===== config.mk =====
export PLATFORM = sky130hd
export DESIGN_NAME = siggen_channel
export DESIGN_NICKNAME = d
export VERILOG_FILES = /design/src/rtl/siggen_pkg.sv /design/src/rtl/siggen_channel.sv
export SDC_FILE = /design/constraint.sdc
export NUM_CORES = 1
export LEC_CHECK = 0
export BUFFER_PORTS_ARGS = -buffer_cell sky130_fd_sc_hd__buf_2
export CAP_MARGIN = 25
export CORE_UTILIZATION = 45
export CTS_CLUSTER_DIAMETER = 60
export DETAILED_ROUTE_END_ITERATION = 6
export PLACE_DENSITY = 0.72
export SLEW_MARGIN = 20
export SYNTH_ARGS = -nofsm -noshare
export SYNTH_HDL_FRONTEND = slang
export SYNTH_SLANG_ARGS = --single-unit

===== constraint.sdc =====
create_clock -name clk -period 7.1 [get_ports clk]
set_clock_uncertainty 0.05 [all_clocks]
set_input_delay 0.355 -clock clk [delete_from_list [all_inputs] [get_ports clk]]
set_output_delay 0.355 -clock clk [all_outputs]
set_load 0.01 [all_outputs]

===== src/rtl/siggen_pkg.sv =====
// -----------------------------------------------------------------------------
// siggen_pkg
// Shared definitions for the multi-channel test-signal generator.
//   SIGGEN_PW_DEFAULT : default width of the period / high-time fields (us units)
//   SIGGEN_PW_MAX     : widest field the configuration record can carry
//   siggen_cfg_t      : one channel configuration (period, high), zero-extended
//   check_cfg()       : legality of a (period, high) pair
// -----------------------------------------------------------------------------
package siggen_pkg;

    localparam int SIGGEN_PW_DEFAULT = 25;
    localparam int SIGGEN_PW_MAX     = 32;

    typedef struct packed {
        logic [SIGGEN_PW_MAX-1:0] period;
        logic [SIGGEN_PW_MAX-1:0] high;
    } siggen_cfg_t;

    // A period shorter than 2 us cannot hold both phases, and the high time
    // may not exceed the period it lives in.
    function automatic logic check_cfg(
        input logic [SIGGEN_PW_MAX-1:0] period,
        input logic [SIGGEN_PW_MAX-1:0] high
    );
        logic ok;
        ok = (period >= 32'd2) && (high <= period);
        return ok;
    endfunction

endpackage


===== src/rtl/siggen_channel.sv =====
// -----------------------------------------------------------------------------
// siggen_channel
// One square/PWM channel: active and pending configuration, the us counter,
// and the registered waveform / period-start pulse.
// Ports:
//   clk, rst_n             clock, asynchronous active-low reset
//   us_tick                shared 1 us strobe from the prescaler
//   sync_pulse             global phase restart (tied low when not built in)
//   run                    channel enable (level)
//   wr_en                  accepted write addressed to this channel
//   wr_period, wr_high     configuration carried by the write
//   signal                 registered waveform
//   period_tick            one-clock pulse at the start of each period
// -----------------------------------------------------------------------------
module siggen_channel
    import siggen_pkg::*;
#(
    parameter int PW             = SIGGEN_PW_DEFAULT,
    parameter int DEFAULT_PERIOD = 20000
) (
    input  logic          clk,
    input  logic          rst_n,
    input  logic          us_tick,
    input  logic          sync_pulse,
    input  logic          run,
    input  logic          wr_en,
    input  logic [PW-1:0] wr_period,
    input  logic [PW-1:0] wr_high,
    output logic          signal,
    output logic          period_tick
);

    localparam logic [PW-1:0] RST_PERIOD = PW'(DEFAULT_PERIOD);
    localparam logic [PW-1:0] RST_HIGH   = PW'(DEFAULT_PERIOD / 2);

    logic [PW-1:0] act_period_q,  act_period_d;
    logic [PW-1:0] act_high_q,    act_high_d;
    logic [PW-1:0] pend_period_q, pend_period_d;
    logic [PW-1:0] pend_high_q,   pend_high_d;
    logic          pend_valid_q,  pend_valid_d;
    logic [PW-1:0] cnt_q,         cnt_d;
    logic          run_q,         run_d;
    logic          signal_q,      signal_d;
    logic          period_tick_q, period_tick_d;

    logic          start_s;
    logic          wrap_s;
    logic          apply_s;

    // Next-state logic: counter, config hand-over and registered outputs.
    always_comb begin
        act_period_d  = act_period_q;
        act_high_d    = act_high_q;
        pend_period_d = pend_period_q;
        pend_high_d   = pend_high_q;
        pend_valid_d  = pend_valid_q;
        cnt_d         = cnt_q;
        period_tick_d = 1'b0;
        apply_s       = 1'b0;
        run_d         = run;
        start_s       = run && !run_q;
        wrap_s        = (cnt_q == (act_period_q - PW'(1)));

        // Counter: idle holds zero, sync and run-start restart the phase,
        // otherwise advance on each us strobe and wrap at period-1.
        if (!run) begin
            cnt_d   = {PW{1'b0}};
            apply_s = 1'b1;
        end else if (sync_pulse) begin
            cnt_d         = {PW{1'b0}};
            period_tick_d = 1'b1;
            apply_s       = 1'b1;
        end else if (start_s) begin
            cnt_d         = {PW{1'b0}};
            period_tick_d = 1'b1;
        end else if (us_tick && wrap_s) begin
            cnt_d         = {PW{1'b0}};
            period_tick_d = 1'b1;
            apply_s       = 1'b1;
        end else if (us_tick) begin
            cnt_d = cnt_q + PW'(1);
        end else begin
            cnt_d = cnt_q;
        end

        // The old pending config is applied first so that a write landing on
        // the same cycle as a boundary becomes the next pending config.
        if (apply_s && pend_valid_q) begin
            act_period_d = pend_period_q;
            act_high_d   = pend_high_q;
            pend_valid_d = 1'b0;
        end else begin
            act_period_d = act_period_q;
            act_high_d   = act_high_q;
        end

        if (wr_en && !run) begin
            act_period_d = wr_period;
            act_high_d   = wr_high;
        end else if (wr_en) begin
            pend_period_d = wr_period;
            pend_high_d   = wr_high;
            pend_valid_d  = 1'b1;
        end else begin
            pend_period_d = pend_period_q;
            pend_high_d   = pend_high_q;
        end

        // Compare against post-update values so high == period never dips.
        signal_d = run && (cnt_d < act_high_d);
    end

    // State registers.
    always_ff @(posedge clk or negedge rst_n) begin
        if (!rst_n) begin
            act_period_q  <= RST_PERIOD;
            act_high_q    <= RST_HIGH;
            pend_period_q <= {PW{1'b0}};
            pend_high_q   <= {PW{1'b0}};
            pend_valid_q  <= 1'b0;
            cnt_q         <= {PW{1'b0}};
            run_q         <= 1'b0;
            signal_q      <= 1'b0;
            period_tick_q <= 1'b0;
        end else begin
            act_period_q  <= act_period_d;
            act_high_q    <= act_high_d;
            pend_period_q <= pend_period_d;
            pend_high_q   <= pend_high_d;
            pend_valid_q  <= pend_valid_d;
            cnt_q         <= cnt_d;
            run_q         <= run_d;
            signal_q      <= signal_d;
            period_tick_q <= period_tick_d;
        end
    end

    assign signal      = signal_q;
    assign period_tick = period_tick_q;

endmodule


## After elaboration in Yosys (flattened, before gate mapping)

Cells that the tools add are included.

| cells by class | value |
|---|---|
| equality and inequality tests | 1 |
| $mul | 0 |
| shift operators | 0 |
| divide/modulo/power cells | 0 |
| bitwise operators | 1 |
| add/sub/neg operators | 2 |
| reductions and logical operators | 9 |
| muxes and demuxes | 19 |
| magnitude comparators | 1 |

Operators with widths:

| cell | count |
|---|---|
| 25-bit two-way mux | 9 |
| 25-bit by 1-bit adder with 25-bit output (second input constant) | 1 |
| 25-bit == test | 1 |
| 25-bit less-than comparator | 1 |
| 25-bit by 1-bit subtractor with 25-bit output (second input constant) | 1 |
| 1-bit two-way mux | 10 |
| 1-bit logical AND | 5 |
| 1-bit logical NOT | 2 |
| 2-bit AND reduction | 1 |
| 2-bit nonzero test | 1 |
| 1-bit NOT | 1 |

| storage, ports and cells | value |
|---|---|
| ROM bits | 0 |
| word-level logic and storage cells | 42 |
| RAM bits | 0 |
| output and inout port bits | 2 |
| bits of input ports | 56 |
| bits in latches | 0 |
| memories | 0 |
| flip-flop bits (word level) | 129 |

## Longest topological paths before layout

| depth | value |
|---|---|
| depth in word-level cells | 12 |
| gate-level depth with buffers | 23 |

## Worst setup path after synthesis

OpenSTA, ideal clock, no wires.

| timing | value |
|---|---|
| path type | reg-to-reg |
| start | reg act_period_q[0] |
| end | reg signal_q, in the netlist signal |
| buffers on the path | 2 |
| cell stages (with the launch flop) | 24 |
| slack | 1.987 ns |
| data arrival time | 4.997 ns |
| data required time | 6.984 ns |
| period minus slack after synthesis | 5.113 ns |
| cell sequence | dfrtp_1 > inv_1 > ha_1 > nor3b_1 > nand4_1 > nand4b_1 > a2111oi_0 > o211ai_1 > or4_4 > a21bo_1 > buf_6 > buf_6 > mux2i_1 > a21o_1 > ha_1 > a21o_1 > a21o_1 > a21oi_1 > o21ai_0 > a211oi_1 > nor4_1 > nor4b_1 > nand4bb_1 > nand2_1 |

| on the way | value |
|---|---|
| longest elaborated chain between the ends | 12 |
| elaborated cells between the ends (all ways) | 16 |
| classes of those cells | add/sub: 1; order compare: 1; eq/ne: 1; mux: 10; reduce/logical: 3 |

RTL lines:

| item | line | text |
|---|---|---|
| start: declaration | siggen_channel.sv:36 | `logic [PW-1:0] act_period_q, act_period_d;` |
| start signal: assignment | siggen_channel.sv:126 | `act_period_q <= act_period_d;` |
| 25-bit by 1-bit subtractor with 25-bit output * | siggen_channel.sv:62 | `wrap_s = (cnt_q == (act_period_q - PW'(1)));` |
| 25-bit == test * | siggen_channel.sv:62 |  |
| 1-bit logical AND * | siggen_channel.sv:76 | `end else if (us_tick && wrap_s) begin` |
| 1-bit two-way mux | siggen_channel.sv:76 |  |
| 1-bit two-way mux | siggen_channel.sv:73 | `end else if (start_s) begin` |
| 1-bit two-way mux | siggen_channel.sv:69 | `end else if (sync_pulse) begin` |
| 1-bit two-way mux | siggen_channel.sv:66 | `if (!run) begin` |
| 1-bit logical AND | siggen_channel.sv:88 | `if (apply_s && pend_valid_q) begin` |
| 25-bit two-way mux | siggen_channel.sv:88 |  |
| 25-bit two-way mux | siggen_channel.sv:97 | `if (wr_en && !run) begin` |
| 25-bit less-than comparator * | siggen_channel.sv:110 | `signal_d = run && (cnt_d < act_high_d);` |
| 1-bit logical AND * | siggen_channel.sv:110 |  |
| named net signal_d | siggen_channel.sv:43 | `logic signal_q, signal_d;` |
| end signal: assignment | siggen_channel.sv:133 | `signal_q <= signal_d;` |
| end: declaration | siggen_channel.sv:43 |  |

The timed path passes the listed nets; every way through them passes the cells marked *.
A chain may end at the register's enable or synchronous reset.

## Final worst setup path

Ends and elaborated chain as after synthesis.

==> results.txt <==
----------------------------------------------------
[CTS]
  Sink Count ... 129
  Number of buffers between clock root and the deepest sink ... 2
  TritonCTS clock tree ... yes
  Clock transition time at the flip-flop clock pins of the worst setup and hold paths ... 50 ps
  Hold-fix buffers at CTS ... 1
  Latest clock arrival within the worst-skew pair ... 430 ps
  CTS H-tree depth ... 4
  Post-CTS setup-driven buffer insertion count ... 0
  Quantity of gates resized following cts ... 0
  CTS root buf ... clkbuf_16
  CTS Buf Count ... 17

[Power]
  Leak Pwr ... 3.842 nW
  Worst-case vdd ir drop ... 0.1669 mV
  PD cells ... 267.5 mW/mm²

[Global routing]
  Number of global-route vias before repair ... 5417
  Initial antenna violation count ... 0
  Pin count of the biggest net entering global routing ... 69
  Global routing's busiest layer ... met2
  Met3 usage in global routing ... 0.04716
  Met2 capacity usage during global routing ... 0.3520
  Final global-route overflow total ... 0
  Global Route met1 Usage ... 0.2708
  Global-route wire length before repair ... 26940 µm
  Global-route usage over all layers ... 0.2157

[Yosys]
  Synthesized area ... 0.007153 mm²
  Leading cell types by count after synthesis ... dfrtp_1, nor2_1, a21oi_1
  Cell accounting for the most synthesized area ... dfrtp_1
  Synth area leaders ... dfrtp_1, mux2_2, mux2i_1
  Count of flip-flops with a built-in enable after synthesis ... 0
  FFs w/ async S/R, synth ... 1.000
  #FFs+latches synth ... 129
  Post-synthesis instance total ... 687
  Most used DFF post-synth ... dfrtp_1
  Synth warnings ... 0
  Post-Synthesis Mean Instance Area ... 10.41 µm²
  Share of the yosys chip area belonging to registers ... 0.4530
  Synth unique cells ... 53
  Most frequent cell after synthesis ... dfrtp_1
  Area fraction of the dominant cell type after synthesis ... 0.4163
  Synth Net Count ... 769

[Floorplan]
  Effective utilization at floorplan ... 0.4654
  Area enclosed by the die boundary ... 0.01640 mm²
  Standard-cell rows ... 45
  X dimension of the die ... 128.1 µm
  Io pins ... 58
  Core region area ... 0.01537 mm²
  Height of the die ... 128.1 µm

[Critical path]
  Setup crit end kind ... register
  Biggest cell delay along the critical path ... 650 ps
  Crit path max fanout ... 24
  Max stage delay cell, worst path ... nor3b_1
  Crit path buf inv count ... 1
  Data arrival time of the worst path ... 6460 ps
  Kind of critical path ... register to register
  Critical Path Source Type ... register
  Critical Path Most Common Cell ... a21o_1
  Worst Path Required ... 7410 ps
  Kind of cell adding the most delay to the critical path ... simple AND/OR/NAND/NOR gates
  Crit path cell chain ... inv_1, ha_1, nor3b_1, nand4_1, nand4b_1, a2111oi_0, o211ai_1, or4_4, a21bo_2, mux2i_1, a21o_1, ha_1, a21o_1, a21o_1, a21oi_1, o21ai_0, a211oi_1, nor4_1, nor4b_1, nand4bb_1, nand2_1

[Timing]
  Final setup margin ... 946.9 ps
  Final setup violation count ... 0
  Time the worst path needs with I/O delays and setup ... 6153 ps
  Setup TNS after final layout ... 0 ps
  Endpoints failing hold ... 0
  Remaining max-slew budget at the tightest pin ... 0.3781
  Measured slew at the worst slew-check pin ... 924.4 ps
  Post-route fraction of the period consumed by the critical path ... 0.8666
  Maximum clock frequency ... 0.1625 GHz
  RSZ-0062 raised after global routing ... false
  Number of pins with negative max-slew slack in the final report ... 0

[Placement]
  Estimated wirelength of the detail-placed design ... 11760 µm
  Pre-CTS setup slack ... 1071 ps
  Routability-driven placement congestion ratio ... 0.8628
  Placed cell count ... 918
  Placed inst area ... 0.007546 mm²
  Count of input and output buffers ... 57

[Job]
  Maxcap violations ... 0

[Drt]
  Wirelength per Cell ... 16.85 µm
  TritonRoute pass-1 iters ... 4
  Ratio of routed vias to standard cells ... 5.468
  Detailed-route via count ... 5200
  Remaining design rule violation count ... 0
  Routed wire length ... 16020 µm
  Count of routing violations after the opening detailed-route iteration ... 222
  Post-route ant nets ... 0

[Final layout]
  Ant diodes ... 0
  Area of all placed cells without fillers ... 0.008194 mm²
  Share of final-layout standard cells stronger than drive strength 1 ... 0.2189
  Layout overhead on the synthesized area ... 14.55%
  Final #Nets ... 809
  Filler cells ... 1315
  Non-filler cells, final ... 951

[Hold path]
  Path category of the worst min-delay check ... primary input to register

[Outcome]
  Status ... completed

----------------------------------------------------
worst paths after layout:
path	from	endpoint	slack, ps	cells after the start
setup / recovery	act_period_q[0]	signal	950	21
hold / removal	run	run_q	100	1
setup reg to reg	act_period_q[0]	signal	950	21
hold reg to reg	pend_high_q[11]	pend_high_q[11]	450	1
max in group asynchronous	rst_n	act_high_q[6]	5170	3
min in group asynchronous	rst_n	pend_period_q[23]	510	2
layer usage:
layer	routed length [µm]	share of wire
met1	7320	0.46
met2	7671	0.48
met3	565	0.035
met4	463	0.029
met5	0	0
sequential cells by signal (all words and copies together) (netlist names):
name / flops
pend_high_q: 25
cnt_q: 25
run_q: 1
pend_period_q: 25
pend_valid_q: 1
act_high_q: 25
act_period_q: 25
signal: 1
period_tick: 1
layout make-up:
type	instances	area [µm²]	area share
inverter	4	15.01	0.001832
clock buffer	19	452.9	0.05528
timing repair buffer	63	335.3	0.04092
multi-input combinational	512	3701	0.4517
clock inverter	13	185.2	0.02260
sequential	129	3241	0.3955
tap	211	264.0	0.03222
kinds of logic after synthesis:
group | synth area share
compound gates | 0.1106
simple gates | 0.1371
buf+inv | 0.03096
mux | 0.1531
xor+xnor | 0.06979
fa+ha+maj | 0.04548
flops | 0.4530
cells in the final DEF (no fill, tap or decap), types with 3 or more instances in the layout:
| cell | n |
|---|---|
| buf_4 | 6 |
| clkbuf_16 | 17 |
| nand4_1 | 15 |
| xnor2_1 | 28 |
| nor2_1 | 90 |
| bufinv_16 | 4 |
| xor2_1 | 29 |
| nor3_1 | 7 |
| o211ai_1 | 3 |
| a21oi_1 | 64 |
| dfstp_2 | 10 |
| mux2_2 | 51 |
| nor3b_1 | 3 |
| mux2i_1 | 52 |
| ha_1 | 26 |
| inv_1 | 4 |
| or4_1 | 5 |
| buf_2 | 56 |
| and3_1 | 4 |
| nand2b_1 | 7 |
| nand3_1 | 10 |
| nor2b_1 | 3 |
| dfrtp_1 | 119 |
| o21ai_0 | 13 |
| nand2_1 | 25 |
| clkinvlp_4 | 5 |
| nor4_1 | 8 |
| a21o_1 | 31 |
where the power goes:
| part | internal (mW) | switching, mW |
|---|---|---|
| clock network | 0.604 | 0.327 |
| registers | 0.839 | 0.0806 |
| logic | 0.169 | 0.172 |
| total | 1.61 | 0.579 |
metrics by stage:
step | power [mW] | utilization | hold slack [ps]
after floorplan | 1.167 | - | 9.409
after global placement | 1.252 | 0.4909 | 435.2
after detailed placement | 1.272 | 0.4909 | 442.2
after CTS | 2.211 | 0.5331 | 82.04
after global routing | 2.298 | 0.5331 | 87.25
final | 2.192 | 0.5331 | 101.4
(Power assumes the default switching activity.)
